`src/rtl/uart_pkg.sv`:
```
// Shared UART framing definitions: state encoding, data width, default rates
// and the parity helper used by both transmitter and receiver.
package uart_pkg;

  typedef enum logic [2:0] {
    IDLE   = 3'd0,
    START  = 3'd1,
    DATA   = 3'd2,
    PARITY = 3'd3,
    STOP   = 3'd4
  } uart_state_t;

  localparam int DATA_BITS         = 8;
  localparam int DEFAULT_BAUD_RATE = 9600;
  localparam int DEFAULT_CLK_FREQ  = 100_000_000;

  // Even parity: the returned bit makes the total count of ones even.
  function automatic logic even_parity(input logic [DATA_BITS-1:0] data);
    return ^data;
  endfunction

endpackage

```
`src/rtl/uart_baud_counter.sv`:
```
// Bit-period timer: counts 0..CLKS_PER_BIT-1, flags the last cycle of each bit,
// and restarts from zero whenever a new frame is loaded.
module uart_baud_counter #(
  parameter int CLKS_PER_BIT = 16
) (
  input  logic clk,
  input  logic rst_n,
  input  logic restart,
  output logic bit_tick
);

  localparam int CW = (CLKS_PER_BIT > 2) ? $clog2(CLKS_PER_BIT) : 1;
  localparam logic [CW-1:0] LAST = CW'(CLKS_PER_BIT - 1);

  logic [CW-1:0] cnt;

  always_ff @(posedge clk or negedge rst_n) begin
    if (!rst_n) begin
      cnt <= '0;
    end else if (restart || cnt == LAST) begin
      cnt <= '0;
    end else begin
      cnt <= cnt + 1'b1;
    end
  end

  assign bit_tick = (cnt == LAST);

endmodule

```
`src/rtl/uart_transmitter.sv`:
```
// UART transmitter: 1 start, 8 data LSB-first, even parity, 1 stop, with a
// one-byte holding buffer so consecutive frames run back to back.
module uart_transmitter
  import uart_pkg::*;
#(
  parameter int BAUD_RATE    = DEFAULT_BAUD_RATE,
  parameter int CLK_FREQ     = DEFAULT_CLK_FREQ,
  parameter int CLKS_PER_BIT = CLK_FREQ / BAUD_RATE
) (
  input  logic       clk,
  input  logic       rst_n,
  input  logic [7:0] tx_data,
  input  logic       tx_valid,
  output logic       tx_ready,
  output logic       tx,
  output logic       tx_busy,
  output logic       tx_done
);

  uart_state_t          state;
  logic [DATA_BITS-1:0] hold;
  logic                 full;
  logic [DATA_BITS-1:0] shift;
  logic                 parity;
  logic [2:0]           bit_idx;
  logic                 bit_tick;
  logic                 load;
  logic                 accept;

  // A frame loads from IDLE, or straight out of the final stop-bit cycle.
  always_comb begin
    load = 1'b0;
    if (full) begin
      if (state == IDLE) load = 1'b1;
      else if (state == STOP && bit_tick) load = 1'b1;
    end
  end

  assign accept   = tx_valid && !full;
  assign tx_ready = !full;
  assign tx_busy  = (state != IDLE);
  assign tx_done  = (state == STOP) && bit_tick;

  uart_baud_counter #(
    .CLKS_PER_BIT(CLKS_PER_BIT)
  ) u_baud (
    .clk     (clk),
    .rst_n   (rst_n),
    .restart (load),
    .bit_tick(bit_tick)
  );

  always_ff @(posedge clk or negedge rst_n) begin
    if (!rst_n) begin
      hold <= '0;
      full <= 1'b0;
    end else begin
      if (accept) hold <= tx_data;
      full <= (full && !load) || accept;
    end
  end

  always_ff @(posedge clk or negedge rst_n) begin
    if (!rst_n) begin
      state   <= IDLE;
      shift   <= '0;
      parity  <= 1'b0;
      bit_idx <= '0;
      tx      <= 1'b1;
    end else if (load) begin
      state   <= START;
      shift   <= hold;
      parity  <= even_parity(hold);
      bit_idx <= '0;
      tx      <= 1'b0;
    end else if (bit_tick) begin
      case (state)
        START: begin
          state   <= DATA;
          bit_idx <= '0;
          tx      <= shift[0];
        end
        DATA: begin
          if (bit_idx == 3'(DATA_BITS - 1)) begin
            state <= PARITY;
            tx    <= parity;
          end else begin
            bit_idx <= bit_idx + 1'b1;
            shift   <= shift >> 1;
            tx      <= shift[1];
          end
        end
        PARITY: begin
          state <= STOP;
          tx    <= 1'b1;
        end
        STOP: begin
          state <= IDLE;
          tx    <= 1'b1;
        end
        default: begin
          state <= IDLE;
          tx    <= 1'b1;
        end
      endcase
    end
  end

endmodule

```
`config.mk`:
```
export PLATFORM = sky130hd
export DESIGN_NAME = uart_transmitter
export DESIGN_NICKNAME = d
export VERILOG_FILES = /design/src/rtl/uart_pkg.sv /design/src/rtl/uart_baud_counter.sv /design/src/rtl/uart_transmitter.sv
export SDC_FILE = /design/constraint.sdc
export NUM_CORES = 1
export LEC_CHECK = 0
export BUFFER_PORTS_ARGS = -buffer_cell sky130_fd_sc_hd__buf_2
export CORE_UTILIZATION = 25
export DETAILED_ROUTE_END_ITERATION = 7
export PLACE_DENSITY_LB_ADDON = 0.12
export SLEW_MARGIN = 30
export SYNTH_ARGS = -nofsm -noshare
export SYNTH_HDL_FRONTEND = slang
export SYNTH_SLANG_ARGS = --single-unit
```
`constraint.sdc`:
```
create_clock -name clk -period 3 [get_ports clk]
set_clock_uncertainty 0.15 [all_clocks]
set_input_delay 0.3 -clock clk [delete_from_list [all_inputs] [get_ports clk]]
set_output_delay 0.3 -clock clk [all_outputs]
set_load 0.05 [all_outputs]
```
==> run_results.csv, run 1 <==
group,metric,value,unit
yosys,yosys_register_bits,39,
finish,final_layout_net_count,225,
global_routing,grt_first_pass_wirelength,7410,um
clocking,cts_num_sinks,39,
clocking,tritoncts,"yes",
sta,fin_crit,2.642,ns
floorplanning,floorplan.die_area,8497,sq um
sta,setup_viol_count_final,0,
floorplanning,floorplan.initialDensity,26.04,%
global_routing,grt_start_max_net_pins,40,
finish,n_antenna_cell,0,
finish,n_fill_cell,835,
critical_path,cp.arrival,2.19,ns
yosys,yosys-top-cells-area,"dfrtp_1, nor2_1, mux2_2, xor2_1, o221a_2",
yosys,synth-warning-count,0,
yosys,synth_ff_type,"dfrtp_1",
yosys,synth_cell_type_count,40,
finish,layout.cells.most_common,"dfrtp_1",
route,routed_wl,4273,um
critical_path,cpPeakStageDelay,0.39,ns
route,routedWlPerCell,13.61,um
place,gp_routability_congestion,0.7052,
critical_path,critical-path-slowest-cell,"dfrtp_1",
sta,grt_setup_unrepaired,"no",
critical_path,critical_path.max_fanout,11,
finish,final_layout_size_suffix_gt1_share,21.70,%
sta,maxSlewViolCount,0,
floorplanning,die_x,92.18,um
clocking,clock_pin_transition_on_the_worst_setup_and_hold_timing_paths,0.08,ns
clocking,clock_latency,0.29,ns
status,status,"finished, final reports clean",
critical_path,worstPathCellList,"ha_1, and4_1, nand4_4, buf_4, nor4_2, buf_2",
sta,max_freq,0.3785,GHz
pwr,power.leakage,0.9937,nW
floorplanning,die_h,92.18,um
clocking,number_of_buffers_added_for_setup_after_cts,0,
global_routing,first_global_vias,1463,
floorplanning,design.core.area,7807,sq um
yosys,synth-seq-area-share,48.06,%
sta,hold-worst-slack,0.08561,ns
critical_path,crit_type,"reg -> out",
global_routing,initial_antenna_violation_count,0,
yosys,postSynthNetCount,210,
global_routing,global_route.usage.total,11.30,%
floorplanning,std_cell_rows,32,
sta,finalCritPeriodShare,88.07,%
clocking,cts_root_buffer,"clkbuf_8",
floorplanning,floorplan.io_pins,15,
place,place_hpwl,2928,um
pwr,power-per-cell-area,572.5,nW/um^2
yosys,netlist_area,2033,sq um
sta,tightest_slew,0.8378,ns
global_routing,grt_overflow,0,
finish,synth_to_layout_area_growth,13.48,%
flow_run,count_of_maximum_capacitance_violations,0,
route,vias_per_cell,4.787,
clocking,cts_made_buffers,5,
route,ant_nets,0,
critical_path,worst_path_required,2.55,ns
yosys,syn_area_per_cell,10.37,sq um
sta,report.final.hold_viol_count,0,
critical_path,startpoint_class_of_the_critical_path,"flop",
pwr,ir_drop,0.1799,mV
route,detail_route.iter0.violations,132,
sta,setup-tns-final,0,ns
clocking,ctsHtreeMaxLevel,2,
place,place.port_buffers,14,
critical_path,crit_path_end_kind,"output port",
yosys,post_synth_edffs,0,
route,route.vias.total,1503,
clocking,cts-root-to-sink-buffers,2,
route,drc_errors,0,
finish,final_cell_mix,"dfrtp_1, nor2_1, buf_2",
yosys,synth_largest_type_area_fraction,46.77,%
yosys,share_of_synthesized_registers_carrying_an_async_set_or_reset,100.0,%
yosys,synth_area_leader_cell,"dfrtp_1",
route,drt-pass1-iter-count,4,
hold_path,hold_class,"in -> reg",
sta,worst_slew_margin_rel,44.03,%
yosys,postSynthCellCount,196,
[state kept, by name, indices dropped and copies added, names as in the netlist]
name / count
bit_idx: 3
full: 1
hold: 8
parity: 1
shift: 8
state: 3
tx: 1
u_baud.cnt: 14
[metal layers]
layer,vias up,share of wire (%),track usage [%]
met5,-,0,0
met4,0,2.4,5.469
met3,8,3.7,2.239
met2,28,46,17.29
met1,738,48,15.17
li1,729,-,-
[what timing repair did]
action	CTS	global route
gates resized for setup	0	0
hold buffers	0	1
endpoints found under the hold margin	0	38
[cells in the mapped netlist, drive strengths merged, types with 2 or more instances]
cell	instances
nand2	7
nor2	30
mux2	9
o21ai	13
inv	4
nand3	9
mux2i	7
clkbuf	5
o221a	7
nand2b	2
and4	4
xnor2	7
buf	5
nor2b	3
xor2	10
a21oi	9
dfrtp	38
nor3b	2
nand4	5
or3	4
ha	3
[logic make-up after synthesis]
kind of cell,share of synthesized area [%]
multiplexers,8.431
buffers and inverters,2.953
adder cells (fa/ha/maj),1.846
AO/OA/AOI/OAI,12.00
XOR/XNOR,7.323
flip-flops,48.06
AND/OR/NAND/NOR,19.38
[worst max-delay path, delay by kind of cell, from the launching register on]
kind,cells,cell delay [ns]
simple gates,3,0.75
flops,1,0.39
fa+ha+maj,1,0.21
buf+inv,2,0.56
[cell type report]
class                           count  area [sq um]  area share, %
Sequential cell                    39         977.2          42.35
Multi-Input combinational cell    143          1002          43.44
Clock buffer                        8         80.08          3.471
Timing Repair Buffer               18         105.1          4.555
Tap cell                          102         127.6          5.531
Inverter                            4         15.01         0.6508
[path summary, 6_finish.rpt]
path | start | cells past startpoint | slack, ns | end
setup / recovery | u_baud.cnt[0] | 6 | 0.36 | tx_done
hold / removal | tx_data[4] | 2 | 0.09 | hold[4]
setup reg to reg | bit_idx[0] | 5 | 0.66 | shift[4]
hold reg to reg | u_baud.cnt[0] | 1 | 0.34 | u_baud.cnt[0]
max in group asynchronous | rst_n | 2 | 1.95 | tx
min in group asynchronous | rst_n | 2 | 0.37 | u_baud.cnt[5]
[where the power goes]
group / internal (mW) / switching, mW
Combinational: 0.136 / 0.109
Sequential: 0.620 / 0.108
Clock: 0.165 / 0.183
Total: 0.921 / 0.400
[stage by stage]
stage                     total power, mW  std cells  util [%]  instance area [sq um]  setup WS [ns]
final                               1.321        314     29.55                   2307         0.3578
after global routing                1.408        314     29.55                   2307         0.1677
after CTS                           1.346        313     29.39                   2295         0.3242
after detailed placement           0.9850        305     28.37                   2215         0.6587
after global placement             0.9875        305     28.37                   2215         0.6660
after floorplan                    0.9138        196         -                   2039         0.3833
Note: power is estimated with default switching activity, not from simulation.
==> inputs of run 2 (changes only) <==
- CORE_UTILIZATION: 25 -> 45
==> run 2 against run 1 <==
Net effect:
- non-clock buffer count is 2 lower
- clock-buffer cell count is the same
- register-to-register slack is essentially flat
- largest power group unchanged
==> run_results.csv, run 2 (synthesis results as in run 1) <==
group,metric,value,unit
status,status,"finished, final reports clean",
sta,max_freq,0.3830,GHz
route,drt-pass1-iter-count,4,
finish,n_antenna_cell,0,
clocking,cts_root_buffer,"clkbuf_8",
finish,final_layout_net_count,223,
critical_path,critical_path.max_fanout,18,
critical_path,worst_path_required,2.55,ns
sta,fin_crit,2.611,ns
critical_path,cpLargestDelayFamily,"simple AND/OR/NAND/NOR gates",
critical_path,worstPathCellList,"ha_1, and4_1, nand4_4, nor4_2, buf_2",
finish,final_layout_size_suffix_gt1_share,21.90,%
finish,total_area_of_multi_input_combinational_cells,1002,sq um
finish,largest_register_ff_count,14,
sta,setup_viol_count_final,0,
clocking,tritoncts,"yes",
floorplanning,die_x,69.22,um
hold_path,hold_path_startpoint,"tx_data[4]",
critical_path,worst_setup_path_endpoint,"tx_done",
route,ant_nets,0,
clocking,cts-root-to-sink-buffers,2,
critical_path,cp.buffers_inverters,1,
place,place.port_buffers,14,
pwr,power-per-cell-area,605.3,nW/um^2
place,pre_cts_ws,0.6663,ns
floorplanning,die_h,69.22,um
pwr,pwr-share-seq,53.6,%
critical_path,worst_r2r_startpoint,"u_baud.cnt[0]",
sta,report.final.hold_viol_count,0,
route,wirelength_met1,1922,um
global_routing,grt_first_pass_wirelength,6962,um
floorplanning,floorplan.io_pins,15,
route,drc_errors,0,
hold_path,hold_class,"in -> reg",
floorplanning,design.core.area,4354,sq um
finish,largestRegisters,"u_baud.cnt: 14 flops, hold: 8 flops, shift: 8 flops",
sta,worst_slew_margin_rel,51.95,%
critical_path,cp.arrival,2.16,ns
pwr,fin_total_pwr,1.362,mW
sta,fin_ws,0.3892,ns
pwr,internal_power,0.9666,mW
pwr,comb_pwr_share,18.3,%
critical_path,end_of_the_worst_register_to_register_path,"shift[4]",
clocking,ctsHtreeMaxLevel,2,
clocking,cts_num_sinks,39,
critical_path,crit_type,"reg -> out",
route,vias_per_cell,5.592,
floorplanning,std_cell_rows,24,
route,detail_route.iter0.violations,70,
finish,regMostFlops,"u_baud.cnt",
critical_path,timing.reg2reg.setup_slack,0.67,ns
global_routing,first_global_vias,1490,
critical_path,critical_path_depth,5,
global_routing,grt_start_max_net_pins,40,
floorplanning,floorplan.die_area,4791,sq um
pwr,ir_drop,0.3633,mV
route,route.vias.total,1465,
pwr,p_switching,0.3951,mW
route,routed_wl,3920,um
clocking,cts_made_buffers,5,
sta,tightest_slew,0.7193,ns
pwr,power.leakage,0.9961,nW
global_routing,global_route.usage.total,18.41,%
critical_path,critical-path-slowest-cell,"dfrtp_1",
sta,hold-worst-slack,0.09055,ns
finish,layout.cells.most_common,"dfrtp_1",
clocking,clock_pin_transition_on_the_worst_setup_and_hold_timing_paths,0.07,ns
route,wire_length_on_met2,1829,um
route,routedWlPerCell,14.96,um
clocking,cts_resized,0,
finish,n_fill_cell,404,
flow_run,count_of_maximum_capacitance_violations,0,
route,maxUsedRoutingLayer,"met4",
critical_path,worstSetupStartpoint,"u_baud.cnt[0]",
finish,final_cell_mix,"dfrtp_1, nor2_1, buf_2",
clocking,clock_latency,0.29,ns
global_routing,initial_antenna_violation_count,0,
finish,seq_area,977.2,sq um
global_routing,grt_overflow,0,
critical_path,worst-r2r-cell-count,5,
floorplanning,floorplan.initialDensity,46.70,%
pwr,power.share.switching,29.02,%
sta,finalCritPeriodShare,87.03,%
critical_path,cpPeakStageDelay,0.40,ns
critical_path,crit_path_end_kind,"output port",
place,gp_routability_congestion,0.8059,
clocking,number_of_buffers_added_for_setup_after_cts,0,
critical_path,startpoint_class_of_the_critical_path,"flop",
finish,synth_to_layout_area_growth,10.65,%
sta,maxSlewViolCount,0,
route,route.met3.wl,119,um
sta,grt_setup_unrepaired,"no",
pwr,clkPwrFrac,28.2,%
place,place_hpwl,2724,um
sta,setup-tns-final,0,ns
hold_path,min_delay_path_depth,2,
run 2: cell count changes in the layout (fill, tap and decap cells not counted):
cell,before,now
buf_4,4,2
clkbuf_8,5,7
clkbuf_1,3,1
run 2: worst register-to-register path: cells and delay by family (launching register included):
kind / cells / cell delay, ns
AOI/OAI and AO/OA: 2 / 0.55
adders and majority gates: 1 / 0.23
DFF: 1 / 0.40
and+or+nand+nor: 2 / 0.89
run 2: how the worst min path moves through the flow:
stage | endpoint | slack [ns]
final | hold[4] | 0.09
after global routing | hold[5] | 0.08
after detailed placement | bit_idx[2] | 0.32
after CTS | u_baud.cnt[13] | 0.008
after global placement | state[2] | 0.31
after floorplan | bit_idx[0] | -0.15
run 2: repair_timing:
action | 4_1_cts | 5_1_grt
hold buffers | 0 | 1
endpoints found under the setup margin | 0 | 0
hold endpoints to repair | 0 | 38
run 2: cell type report:
type	count	area share, %
multi-input combinational	143	44.55
sequential	39	43.44
tap	52	2.892
timing repair buffer	16	4.004
inverter	4	0.6674
clock buffer	8	4.449
run 2: per-layer routing:
layer,global-route usage [%],up-vias
li1,-,723
met3,4.797,5
met5,0,-
met4,5.669,0
met2,29.02,23
met1,24.90,714
run 2: metrics by stage:
| step | utilization (%) | cell area (sq um) | cells |
|---|---|---|---|
| 3_5_place_dp | 49.08 | 2137 | 253 |
| 6_report | 51.67 | 2250 | 262 |
| 3_3_place_gp | 49.08 | 2137 | 253 |
| 5_1_grt | 51.67 | 2250 | 262 |
| 4_1_cts | 51.38 | 2237 | 261 |
| 2_1_floorplan | - | 2039 | 196 |
run 2: power groups by stage:
stage / Clock (mW) / Combinational, mW / Sequential (mW)
after floorplan: 0 / 0.219 / 0.695
after CTS: 0.394 / 0.252 / 0.728
final: 0.383 / 0.249 / 0.729
after global routing: 0.419 / 0.286 / 0.744
after global placement: 0 / 0.243 / 0.732
after detailed placement: 0 / 0.250 / 0.737
==> inputs of run 3 (changes only) <==
- clock period: 3 -> 3.2 ns (I/O delays scaled with it)
==> run 3 against run 2 <==
Net effect:
- sequential power fell by 6.2%
- setup slack improved by 0.10 ns
- first-iteration DRC count rose by 33%
- critical path type unchanged
- critical endpoint unchanged
- largest cell class unchanged
==> run_results.csv, run 3 (synthesis results as in run 1) <==
group,metric,value,unit
status,status,"finished, final reports clean",
global_routing,first_global_vias,1520,
critical_path,crit_type,"reg -> out",
pwr,power-per-cell-area,568.7,nW/um^2
sta,finalCritPeriodShare,84.59,%
sta,grt_setup_unrepaired,"no",
floorplanning,die_x,69.22,um
finish,layout.cells.most_common,"dfrtp_1",
finish,postLayoutCoreUtil,51.58,%
critical_path,critical_path.max_fanout,18,
hold_path,hold_path_startpoint,"tx_data[6]",
finish,largestRegisters,"u_baud.cnt: 14 flops, hold: 8 flops, shift: 8 flops",
global_routing,grt_first_pass_wirelength,7141,um
finish,fin_cells,261,
clocking,cts_resized,0,
route,ant_nets,0,
floorplanning,floorplan.die_area,4791,sq um
finish,final_cell_mix,"dfrtp_1, nor2_1, buf_2",
route,routed_wl,4084,um
critical_path,cpLargestDelayFamily,"simple AND/OR/NAND/NOR gates",
sta,hold-worst-slack,0.1078,ns
finish,synth_to_layout_area_growth,10.46,%
sta,tightest_slew,0.7266,ns
critical_path,startpoint_class_of_the_critical_path,"flop",
pwr,fin_total_pwr,1.277,mW
route,routedWlPerCell,15.65,um
finish,regMostFlops,"u_baud.cnt",
hold_path,hold_class,"in -> reg",
place,placedCellCount,252,
finish,total_area_of_multi_input_combinational_cells,1006,sq um
finish,n_fill_cell,393,
pwr,ir_drop,0.3963,mV
route,route.vias.total,1515,
finish,n_antenna_cell,0,
critical_path,cp.arrival,2.24,ns
clocking,tritoncts,"yes",
global_routing,global_route.usage.total,18.70,%
finish,largest_register_ff_count,14,
hold_path,min_delay_path_depth,2,
route,vias_per_cell,5.805,
sta,setup-tns-final,0,ns
clocking,cts_made_buffers,5,
floorplanning,std_cell_rows,24,
flow_run,count_of_maximum_capacitance_violations,0,
clocking,cts-root-to-sink-buffers,2,
clocking,cts_num_sinks,39,
clocking,number_of_buffers_added_for_setup_after_cts,0,
finish,final_layout_size_suffix_gt1_share,22.01,%
critical_path,cpPeakStageDelay,0.39,ns
sta,setup_viol_count_final,0,
critical_path,critical-path-slowest-cell,"dfrtp_1",
sta,fin_crit,2.707,ns
global_routing,grt_overflow,0,
clocking,cts_root_buffer,"clkbuf_8",
sta,worst_slew_margin_rel,51.46,%
place,place_hpwl,2840,um
place,place.port_buffers,14,
critical_path,crit_path_end_kind,"output port",
clocking,clock_latency,0.29,ns
route,drc_errors,0,
critical_path,end_of_the_worst_register_to_register_path,"shift[4]",
clocking,ctsHtreeMaxLevel,2,
finish,final_layout_net_count,222,
clocking,cts_hold_repair.buffers,0,
floorplanning,die_h,69.22,um
sta,report.final.hold_viol_count,0,
critical_path,timing.reg2reg.setup_slack,0.85,ns
critical_path,worstPathCellList,"ha_1, and4_1, nand4_4, nor4_2, buf_2",
sta,max_freq,0.3694,GHz
critical_path,worst_path_required,2.73,ns
finish,seq_area,977.2,sq um
global_routing,initial_antenna_violation_count,0,
sta,maxSlewViolCount,0,
route,detail_route.iter0.violations,93,
critical_path,cp.buffers_inverters,1,
critical_path,worst_r2r_startpoint,"u_baud.cnt[0]",
critical_path,worst-r2r-cell-count,5,
floorplanning,floorplan.initialDensity,46.70,%
floorplanning,floorplan.io_pins,15,
pwr,power.leakage,0.9924,nW
hold_path,hold_endpoint,"hold[6]",
global_routing,grt_start_max_net_pins,40,
place,gp_routability_congestion,0.8182,
route,drt-pass1-iter-count,4,
floorplanning,design.core.area,4354,sq um
clocking,clock_pin_transition_on_the_worst_setup_and_hold_timing_paths,0.07,ns
## run 3: layer usage
metal	wire length, um	GRT usage (%)	share of wire, %
met1	1940	25.24	48
met2	1985	30.10	49
met3	112	3.488	2.7
met4	45	6.803	1.1
met5	0	0	0
## run 3: metrics by stage
stage | area, sq um | setup slack (ns)
2_1_floorplan | 2039 | 0.5633
5_1_grt | 2246 | 0.3397
3_3_place_gp | 2130 | 0.8691
3_5_place_dp | 2130 | 0.8014
4_1_cts | 2230 | 0.4877
6_report | 2246 | 0.4931
## run 3: final cells by class
cell class,count,area share (%)
clock buffers,8,4.457
multi-input cells,143,44.79
flip-flops and latches,39,43.51
inverters,4,0.6685
well taps,52,2.897
repair buffers,15,3.677
## run 3: power by group
group | leakage, nW | switching (mW) | internal (mW)
Sequential | 0.484 | 0.103 | 0.581
Combinational | 0.457 | 0.104 | 0.128
Clock | 0.0515 | 0.165 | 0.197
Total | 0.992 | 0.371 | 0.906
## run 3: worst reg2reg max path, cell delays in order (launching register included)
cell	delay, ns
dfrtp_1	0.39
ha_1	0.22
and4_1	0.36
and4_1	0.51
o21ai_1	0.27
o221a_2	0.34
## run 3: worst max-delay path by stage
stage                   from       to  slack (ns)  cells after the start
3_3_place_gp   u_baud.cnt[0]  tx_done        0.87                      5
5_1_grt        u_baud.cnt[0]  tx_done        0.34                      5
2_1_floorplan  u_baud.cnt[0]  tx_done        0.56                      6
3_5_place_dp   u_baud.cnt[0]  tx_done        0.80                      5
6_report       u_baud.cnt[0]  tx_done        0.49                      5
4_1_cts        u_baud.cnt[0]  tx_done        0.49                      5
